$ cat src/rtl/parity_frame_rx.sv
// Serial receiver for the 4-bit parity-framed link: start, 4 data bits LSB first,
// parity, stop. Delivers the word with reduction flags through a valid/ack holding register.
module parity_frame_rx #(
    parameter bit ODD_PARITY = 1'b0
) (
    input  logic       clk,
    input  logic       rst,
    input  logic       bit_en,
    input  logic       sdi,
    input  logic       rx_ack,
    output logic [3:0] rx_data,
    output logic       rx_valid,
    output logic       all_ones,
    output logic       any_one,
    output logic       parity_err,
    output logic       frame_err,
    output logic       overrun,
    output logic       busy
);

    typedef enum logic [1:0] {
        IDLE,
        DATA,
        PARITY,
        STOP
    } state_t;

    state_t     state;
    logic [3:0] shift_reg;
    logic [1:0] bit_cnt;
    logic       par_bit;
    logic       par_mismatch;
    logic       can_load;

    // Odd parity expects the XNOR of the data, so the mismatch flips with ODD_PARITY.
    assign par_mismatch = par_bit ^ (^shift_reg) ^ ODD_PARITY;
    assign can_load     = !rx_valid || rx_ack;

    // Frame FSM and holding register; a load in the stop cycle takes precedence over an ack.
    always_ff @(posedge clk) begin
        if (rst) begin
            state      <= IDLE;
            shift_reg  <= 4'b0000;
            bit_cnt    <= 2'd0;
            par_bit    <= 1'b0;
            rx_data    <= 4'b0000;
            rx_valid   <= 1'b0;
            all_ones   <= 1'b0;
            any_one    <= 1'b0;
            parity_err <= 1'b0;
            frame_err  <= 1'b0;
            overrun    <= 1'b0;
            busy       <= 1'b0;
        end else begin
            frame_err <= 1'b0;
            if (rx_ack && rx_valid) begin
                rx_valid   <= 1'b0;
                parity_err <= 1'b0;
                overrun    <= 1'b0;
            end
            if (bit_en) begin
                case (state)
                    IDLE: begin
                        if (!sdi) begin
                            state   <= DATA;
                            bit_cnt <= 2'd0;
                            busy    <= 1'b1;
                        end
                    end
                    DATA: begin
                        shift_reg[bit_cnt] <= sdi;
                        bit_cnt            <= bit_cnt + 2'd1;
                        if (bit_cnt == 2'd3) begin
                            state <= PARITY;
                        end
                    end
                    PARITY: begin
                        par_bit <= sdi;
                        state   <= STOP;
                    end
                    STOP: begin
                        state <= IDLE;
                        busy  <= 1'b0;
                        if (sdi) begin
                            if (can_load) begin
                                rx_data    <= shift_reg;
                                all_ones   <= &shift_reg;
                                any_one    <= |shift_reg;
                                parity_err <= par_mismatch;
                                rx_valid   <= 1'b1;
                                overrun    <= 1'b0;
                            end else begin
                                overrun <= 1'b1;
                            end
                        end else begin
                            frame_err <= 1'b1;
                        end
                    end
                    default: begin
                        state <= IDLE;
                        busy  <= 1'b0;
                    end
                endcase
            end
        end
    end

endmodule

$ cat config.mk
export PLATFORM = sky130hd
export DESIGN_NAME = parity_frame_rx
export DESIGN_NICKNAME = d
export VERILOG_FILES = /design/src/rtl/parity_frame_rx.sv
export SDC_FILE = /design/constraint.sdc
export NUM_CORES = 1
export LEC_CHECK = 0
export BUFFER_PORTS_ARGS = -buffer_cell sky130_fd_sc_hd__buf_2
export CORE_UTILIZATION = 54
export CTS_CLUSTER_DIAMETER = 50
export DETAILED_ROUTE_END_ITERATION = 10
export PLACE_DENSITY = 0.82
export SLEW_MARGIN = 20
export SYNTH_ARGS = -nofsm -noshare
export SYNTH_HDL_FRONTEND = slang
export SYNTH_SLANG_ARGS = --single-unit
$ cat constraint.sdc
create_clock -name clk -period 1.7 [get_ports clk]
set_input_delay 0.255 -clock clk [delete_from_list [all_inputs] [get_ports clk]]
set_output_delay 0.255 -clock clk [all_outputs]
set_load 0.02 [all_outputs]
# Yosys cells after proc, flatten, opt, wreduce, memory -nomap -nowiden
# Index checks and enable logic that the tools add are counted.
[word_totals]
ff_bits = 20
inputBits = 5
out_inout_bits = 11
wordCells = 67
[op_classes]
addsub = 1
n_lt_le_gt_ge = 2
eq_ne = 6
mux = 26
bitwise_logic = 3
reduce_logical = 17
[ops]
columns = ["op", "n"]
rows = [
  ["1-bit two-way mux", 18],
  ["3-bit AND reduction", 3],
  ["2-bit case mux with 4 select lines", 1],
  ["4-bit AND reduction", 2],
  ["2-bit equality test, second input constant", 3],
  ["2-bit two-way mux", 3],
  ["4-bit bitwise mux", 1],
  ["2-bit != test, second input constant", 2],
  ["2-bit case mux with 2 select lines", 1],
  ["2-bit AND reduction", 2],
  ["2-bit nonzero test", 2],
  ["4-bit OR reduction", 1],
  ["4-bit XOR reduction", 1],
  ["2-bit by 3-bit less-than comparator with 1-bit output, second input constant", 1],
  ["3-bit OR reduction", 1],
  ["2-bit by 1-bit adder with 2-bit output, second input constant", 1],
  ["1-bit demux with 2-bit select", 1],
  ["2-bit by 1-bit equality test with 1-bit output, second input constant", 1],
  ["2-bit by 1-bit >= comparator with 1-bit output, second input constant", 1],
  ["1-bit logical AND", 2],
  ["2-bit logical NOT", 1],
  ["1-bit NOT", 2],
  ["1-bit case mux with 2 select lines", 1],
  ["1-bit logical NOT", 1],
  ["2 further kinds", 2],
]

# Logic depth before layout (Yosys ltp)
# Gate-level depths: netlist (run 1).
[logic_depth]
depth_word = 6
depth_mapped = 6

# Worst setup path after synthesis (run 1)
# OpenSTA, ideal clock, no wires.
[synth_timing]
path_kind = "reg2reg"
startpoint = "register shift_reg[2]"
endpoint = "register parity_err"
arrival_time_ps = 1268
required_time_ps = 1578
setup_slack_ps = 309
path_stages_with_launch = 6
synth_period_minus_slack_ps = 1391
cell_sequence = "dfxtp_1 inv_1 ha_1 xor3_1 a21oi_1 a211oi_2"
[synth_via]
elab_chain_cells = 6
[synth_lines]
columns = ["item", "line_no", "text"]
rows = [
  ["from (decl)", "29", "logic [3:0] shift_reg;"],
  ["from (signal, indexed assignment)", "71", "shift_reg[bit_cnt] <= sdi;"],
  ["4-bit XOR reduction", "36", "assign par_mismatch = par_bit ^ (^shift_reg) ^ ODD_PARITY;"],
  ["1-bit bitwise XOR", "36", ""],
  ["1-bit two-way mux", "85", "if (can_load) begin"],
  ["1-bit two-way mux", "84", "if (sdi) begin"],
  ["1-bit two-way mux", "62", "case (state)"],
  ["1-bit two-way mux", "61", "if (bit_en) begin"],
  ["to (signal assigned)", "89", "parity_err <= par_mismatch;"],
  ["to (decl)", "15", "output logic parity_err,"],
]
# No other way between the ends.
# A chain may end at the register's enable or synchronous reset.

# Worst setup path in the final report (run 1)
# Ends and elaborated chain as after synthesis.

==> out/qor.csv, run 1 <==
metric,value,unit
Worst setup startpoint,shift_reg[2]$_SDFFE_PP0P_,
Die H,45.99,um
CTS Root Cell,clkbuf_4,
Total GRT Usage,21.93,%
WP buf/inv,1,
pwr dens,750.0,nW/um^2
area grow syn2layout,10.18,%
Hold Crit Start,sdi,
Vias,855,
pre-CTS WS,0.2292,ns
drt via density,5.516,
slowest CP cell,dfxtp_1,
CTS sink cnt,20,
Post-Syn Area,1045,sq um
static leakage,0.4991,nW
"slowest stage delay, CP",0.40,ns
period utilization,87.34,%
vias in the first global route,788,
first-pass GRT wire length,3.291,mm
share of the synthesized area in the top cell type,38.32,%
Post-DP HPWL,1.514,mm
io pins,16,
Synth cell types,26,
TritonCTS clock tree,yes,
CP arrival,1.68,ns
DR WL/cell,12.83,um
DR iter-0 viols,17,
"CTS clk-pin slew, worst paths",0.11,ns
Cells after DPL,151,
R2R Path Start,shift_reg[2]$_SDFFE_PP0P_,
"critical path, cell by cell",inv_1 > ha_1 > xor3_1 > a21oi_1 > a211oi_2,
largest net degree at the start of global routing,21,
Yosys reg bits,20,
CP top delay family,flip-flops,
Worst Setup End Kind,register,
maximum clock path buffer count,2,
setup violators final,0,
routability cong.,0.8164,
IO Port Bufs,15,
Mapped Cells,118,
status,"finished, final reports clean",
gr ovfl total,0,
Hold Crit Class,primary input to register,
setup TNS,0,ns
"Hold Violations, Final",0,
antenna violations before repair,0,
Final Critical Period,1.485,ns
Max VDD drop,0.0004851,V
number of antenna diodes,0,
initial core utilization,59.22,%
sequential area share after synthesis,38.32,%
post-cts hold buffer count,0,
Total Power,863.3,uW
CTS Buf Count,3,
worst-margin pin slew,0.3647,ns
Finished Cell Area,1151,sq um
core area,1764,sq um
"non-filler cells, final",155,
post-synth net total,135,
Site Rows,15,
Synthesis Warnings,0,
Setup Buffers After CTS,0,
RSZ-0062 raised after global routing,no,
final WL,1.989,mm
DRT antenna net count,0,
H-Tree Depth,1,
share of layout cells above drive strength 1,16.92,%
crit path max fanout,4,
Slew Limit Fails,0,
clock insertion delay at the later pin of the skew report,0.30,ns
Post-DP Area,1115,sq um
final setup margin,0.2152,ns
Max-cap violations,0,
Max Clock Freq,0.6735,GHz
Clock Skew,0.001807,ns
drt first pass iters,4,
slew margin rel.,75.64,%
Die ar.,2115,sq um
top post-synthesis cells by area,"dfxtp_1 (38%), ha_1 (14%), a21oi_1 (6.7%)",
Worst EP required,1.90,ns
crit path launch type,register,
Remaining DRCs,0,
Nets,148,
width of the die,45.99,um
Yosys top cell by area,dfxtp_1,
post-CTS sizing,0,
syn avg cell area,8.854,sq um
CP Class,register to register,
[layout by cell type (no fill, tap or decap), types with 3 or more instances in the layout]
master    count
a21oi_1      14
buf_2        15
clkbuf_4      3
dfxtp_1      20
ha_1         12
inv_1         8
mux2i_1       4
nand2_1       6
nand3_1      10
nand4_1       4
nor2_1        7
o21ai_0       9
[final cells by class]
type,count,area (sq um)
multi-input cells,83,578.1
repair buffers,15,75.07
fillers,158,613.1
flip-flops and latches,20,400.4
inverters,8,30.03
well taps,25,31.28
clock buffers,4,36.28
[kinds of logic (layout without fill, tap and decap cells)]
group,after synthesis,after routing,synth area share (%)
compound gates,29,29,16.65
xor+xnor,1,1,2.275
fa+ha+maj,12,12,14.37
buf+inv,15,27,6.347
flops,20,20,38.32
mux,4,4,3.832
simple gates,37,37,18.20
[routing by layer]
metal	global-route usage, %	up-vias	share of wire [%]
met3	2.778	5	2.6
met1	28.78	402	48
met5	0	-	0
li1	-	434	-
met2	34.93	14	48
met4	11.18	0	1.8
[power breakdown]
part / switching [mW] / leakage (nW) / total (mW) / internal (mW)
Clock: 0.143 / 0.0210 / 0.273 / 0.131
Sequential: 0.00967 / 0.162 / 0.489 / 0.479
Combinational: 0.0638 / 0.316 / 0.101 / 0.0373
Total: 0.216 / 0.499 / 0.863 / 0.647
[cells in the mapped netlist]
master     n
inv_1      8
a21oi_1   14
nor4bb_1   1
nand4_1    4
nor2_1     7
a311oi_2   1
nor2b_1    2
and3_1     1
o21bai_1   2
dfxtp_1   20
a21bo_2    1
nor3_1     2
nand2b_1   2
buf_2      5
xor3_1     1
a31oi_1    1
ha_1      12
a211oi_2   1
o21ai_0    9
nand3_1   10
mux2i_1    4
buf_4      1
buf_1      1
and3b_1    1
nor4_1     1
nand2_1    6
[worst paths after layout]
check	depth (start not counted)	to	slack [ns]
worst min register to register	2	rx_data[3]$_SDFFE_PP0P_	0.48
worst max-delay path	5	parity_err$_SDFF_PP0_	0.22
worst max register to register	5	parity_err$_SDFF_PP0_	0.22
worst min-delay path	2	frame_err$_SDFF_PP0_	0.26
[through the flow]
stage,hold slack [ns],util [%]
finish,0.2570,65.25
floorplan,0.3325,-
detailed placement,0.4683,63.19
global route,0.2763,65.25
CTS,0.2531,65.25
global placement,0.4560,63.19
(Power assumes the default switching activity.)
==> run 2: changes to the inputs <==
--- a/config.mk
+++ b/config.mk
@@ -6,8 +6,9 @@
 export NUM_CORES = 1
 export LEC_CHECK = 0
 export BUFFER_PORTS_ARGS = -buffer_cell sky130_fd_sc_hd__buf_2
+export CORE_MARGIN = 5
 export CORE_UTILIZATION = 54
-export CTS_CLUSTER_DIAMETER = 50
+export CTS_BUF_LIST = sky130_fd_sc_hd__clkbuf_16
 export DETAILED_ROUTE_END_ITERATION = 10
 export PLACE_DENSITY = 0.82
 export SLEW_MARGIN = 20
==> out/qor.csv, run 2 (synthesized netlist as in run 1, its figures left out) <==
metric,value,unit
status,"finished, final reports clean",
Total GRT Usage,16.53,%
vias in the first global route,776,
width of the die,53.99,um
core area,1902,sq um
initial core utilization,54.93,%
Worst Setup End Kind,register,
crit path max fanout,4,
maximum clock path buffer count,2,
wl on met1,945,um
gr ovfl total,0,
largest net degree at the start of global routing,21,
CP Class,register to register,
worst-margin pin slew,0.3869,ns
Storage cell area,400.4,sq um
drt first pass iters,4,
Max Clock Freq,0.6587,GHz
R2R Path Start,shift_reg[2]$_SDFFE_PP0P_,
DR WL/cell,13.94,um
multi-input logic area,578.1,sq um
post-CTS sizing,0,
first-pass GRT wire length,3.401,mm
"CTS clk-pin slew, worst paths",0.06,ns
Site Rows,16,
final setup margin,0.1818,ns
Final Critical Period,1.518,ns
Max VDD drop,0.0005767,V
pwr dens,899.5,nW/um^2
area grow syn2layout,14.49,%
crit path launch type,register,
Routed met2 length,1.092,mm
CTS Buf Count,3,
routability cong.,0.8195,
slew margin rel.,74.15,%
"most common cell after layout, fill and taps aside",dfxtp_1,
io pins,16,
DR iter-0 viols,21,
final WL,2.188,mm
# fillers,154,
period utilization,89.30,%
Hold Crit Start,sdi,
metal3 WL,106,um
most frequent cells in the layout,"dfxtp_1 (20), buf_2 (15), a21oi_1 (14), ha_1 (12), nand3_1 (10)",
Nets,148,
Worst setup startpoint,shift_reg[2]$_SDFFE_PP0P_,
share of layout cells above drive strength 1,16.15,%
IO Port Bufs,15,
H-Tree Depth,1,
Max-cap violations,0,
CTS sink cnt,20,
Setup Buffers After CTS,0,
DRT antenna net count,0,
drt via density,5.605,
post-cts hold buffer count,0,
clock insertion delay at the later pin of the skew report,0.25,ns
CP arrival,1.66,ns
antenna violations before repair,0,
CTS Root Cell,clkbuf_16,
number of antenna diodes,0,
Vias,880,
RSZ-0062 raised after global routing,no,
Die H,53.99,um
Post-DP HPWL,1.528,mm
Clock Skew,0.005729,ns
Post-DP Area,1117,sq um
setup violators final,0,
Finished Cell Area,1196,sq um
Remaining DRCs,0,
pre-CTS WS,0.2144,ns
static leakage,0.5167,nW
Slew Limit Fails,0,
Worst EP required,1.84,ns
max layer used,met4,
"Hold Violations, Final",0,
TritonCTS clock tree,yes,
Die ar.,2914,sq um
Hold Crit Class,primary input to register,
setup TNS,0,ns
==> run 2: cell count changes in the layout (fill, tap and decap cells not counted) <==
cell and change:
clkbuf_4 -3, clkbuf_16 +3, clkinv_1 +1, clkbuf_8 -1
==> run 2: area by class of cell <==
class                      instances  area share [%]
timing repair buffer              15           6.276
inverter                           8           2.510
multi-input combinational         83           48.33
clock inverter                     1          0.3138
sequential                        20           33.47
tap                               27           2.824
clock buffer                       3           6.276
==> run 2: path summary, 6_finish.rpt <==
check / end / slack (ns) / cells past startpoint
worst max register to register: parity_err$_SDFF_PP0_ / 0.18 / 5
worst min-delay path: frame_err$_SDFF_PP0_ / 0.32 / 2
worst max-delay path: parity_err$_SDFF_PP0_ / 0.18 / 5
worst min register to register: busy$_SDFFE_PP0P_ / 0.47 / 2
==> run 2: metrics by stage <==
step	power, mW	utilization [%]	instances	hold WS (ns)
final	1.076	62.89	157	0.3201
after global routing	1.108	62.89	157	0.3798
after CTS	1.076	62.89	157	0.3213
after detailed placement	0.5988	58.75	153	0.4674
after global placement	0.5935	58.75	153	0.4578
after floorplan	0.5749	-	118	0.3325
==> run 2: worst max-delay path, cell delays in order (launching register included) <==
cell	delay, ns
dfxtp_1	0.39
inv_1	0.06
ha_1	0.30
xor3_1	0.37
a21oi_1	0.21
a211oi_2	0.06
==> run 2: routing by layer <==
layer  global-route usage, %  up-vias
li1                        -      434
met3                   3.324        5
met2                   27.82       26
met4                   8.714        0
met1                   19.63      415
met5                       0        -
==> run 2: power by group <==
group | total [mW] | leakage (nW) | switching [mW] | internal, mW
Combinational | 0.101 | 0.316 | 0.0638 | 0.0373
Sequential | 0.489 | 0.162 | 0.00950 | 0.480
Clock | 0.485 | 0.0385 | 0.172 | 0.313
Total | 1.08 | 0.517 | 0.245 | 0.830
==> run 3: changes to the inputs <==
==> constraint.sdc (replaced) <==
create_clock -name clk -period 1.4 [get_ports clk]
set_input_delay 0.21 -clock clk [delete_from_list [all_inputs] [get_ports clk]]
set_output_delay 0.21 -clock clk [all_outputs]
set_load 0.02 [all_outputs]
==> out/qor.csv, run 3 (synthesized netlist as in run 1, its figures left out) <==
metric,value,unit
static leakage,0.5442,nW
Die H,53.99,um
switch share,23.30,%
# fillers,144,
Post-DP Area,1147,sq um
flop2flop setup slack,0.05,ns
initial core utilization,54.93,%
RSZ-0062 raised after global routing,no,
core area,1902,sq um
post-layout util,66.91,%
"CTS clk-pin slew, worst paths",0.05,ns
Total Power,1.329,mW
DR iter-0 viols,30,
Psw,309.6,uW
CTS sink cnt,20,
worst-margin pin slew,0.3809,ns
share of layout cells above drive strength 1,27.41,%
Storage cell area,406.6,sq um
antenna violations before repair,0,
final setup margin,0.05248,ns
Worst Reg-to-Reg Cells,5,
IO Port Bufs,15,
CP arrival,1.48,ns
drt first pass iters,4,
pre-CTS WS,-0.04320,ns
RR Endpoint,parity_err$_SDFF_PP0_,
pwr dens,1044,nW/um^2
Total GRT Usage,17.60,%
CTS Root Cell,clkbuf_16,
WHS Endpoint,overrun$_SDFF_PP0_,
io pins,16,
sequential share of power,44.9,%
Max VDD drop,0.0006751,V
Worst EP required,1.54,ns
Finished Cell Area,1272,sq um
Clk pwr share,44.7,%
CTS Buf Count,3,
final WL,2.257,mm
setup violators final,0,
width of the die,53.99,um
Worst setup startpoint,shift_reg[3]$_SDFFE_PP0P_,
Post-DP HPWL,1.549,mm
Hold Crit Class,primary input to register,
Site Rows,16,
Remaining DRCs,0,
Slew Limit Fails,0,
part of the power in combinational logic,10.4,%
slew margin rel.,74.56,%
R2R Path Start,shift_reg[3]$_SDFFE_PP0P_,
crit path launch type,register,
clock insertion delay at the later pin of the skew report,0.25,ns
"Hold Violations, Final",0,
largest net degree at the start of global routing,21,
DRT antenna net count,0,
multi-input logic area,610.6,sq um
Final Critical Period,1.348,ns
Max Clock Freq,0.7421,GHz
worst hold path depth,4,
DR WL/cell,13.93,um
number of antenna diodes,0,
vias in the first global route,877,
TritonCTS clock tree,yes,
Max-cap violations,0,
Worst Setup End Kind,register,
first-pass GRT wire length,3.663,mm
Vias,923,
internal cell power,1.019,mW
CP Class,register to register,
Nets,153,
Hold Crit Start,rx_ack,
most frequent cells in the layout,"dfxtp_1 (15), buf_2 (15), a21oi_1 (13), ha_1 (11)",
crit path max fanout,2,
Hold WS,0.2892,ns
routability cong.,0.8300,
area grow syn2layout,21.80,%
post-cts hold buffer count,0,
maximum clock path buffer count,2,
gr ovfl total,0,
drt via density,5.698,
Clock Skew,0.001276,ns
period utilization,96.25,%
H-Tree Depth,1,
status,"finished, final reports clean",
Die ar.,2914,sq um
run 3: worst max path at each step:
| stage | endpoint | slack (ns) |
|---|---|---|
| after global placement | parity_err$_SDFF_PP0_ | 0.03 |
| final | parity_err$_SDFF_PP0_ | 0.05 |
| after floorplan | parity_err$_SDFF_PP0_ | 0.009 |
| after detailed placement | any_one$_SDFFE_PP0P_ | -0.04 |
| after CTS | parity_err$_SDFF_PP0_ | 0.007 |
| after global routing | parity_err$_SDFF_PP0_ | 0.01 |
run 3: area by class of cell:
| class | count | share of cell area (%) |
|---|---|---|
| clock buffers | 3 | 5.900 |
| flip-flops and latches | 20 | 31.96 |
| multi-input cells | 83 | 47.98 |
| inverters | 8 | 2.360 |
| well taps | 27 | 2.655 |
| clock inverters | 1 | 0.2950 |
| repair buffers | 20 | 8.850 |
run 3: power by group through the flow:
stage          combinational [mW]  clock [mW]  sequential [mW]
4_1_cts                     0.134       0.609            0.595
5_1_grt                     0.154       0.627            0.597
3_5_place_dp                0.128           0            0.607
2_1_floorplan              0.0884           0            0.610
3_3_place_gp                0.124           0            0.606
6_report                    0.139       0.593            0.597
run 3: stage by stage:
| stage | std cells | setup TNS [ns] |
|---|---|---|
| after floorplan | 118 | 0 |
| after global placement | 157 | 0 |
| after detailed placement | 157 | -0.07921 |
| after CTS | 162 | 0 |
| after global routing | 162 | 0 |
| final | 162 | 0 |
run 3: layer usage:
metal	global-route usage (%)	wire length (um)
met5	0	0
met4	9.959	50
met3	3.324	129
met2	29.44	1025
met1	20.90	1052
run 3: critical path, stage by stage (launching register included):
cell      delay, ns
dfxtp_1        0.33
inv_1          0.07
ha_4           0.26
xor3_1         0.33
a21oi_2        0.17
a211oi_2       0.06
run 3: what timing repair did:
action,4_1_cts,5_1_grt
setup endpoints to repair,2,13
hold endpoints to repair,0,0
gates resized for setup,4,8
pin swaps,2,2
buffers inserted,1,0
gates cloned,0,0
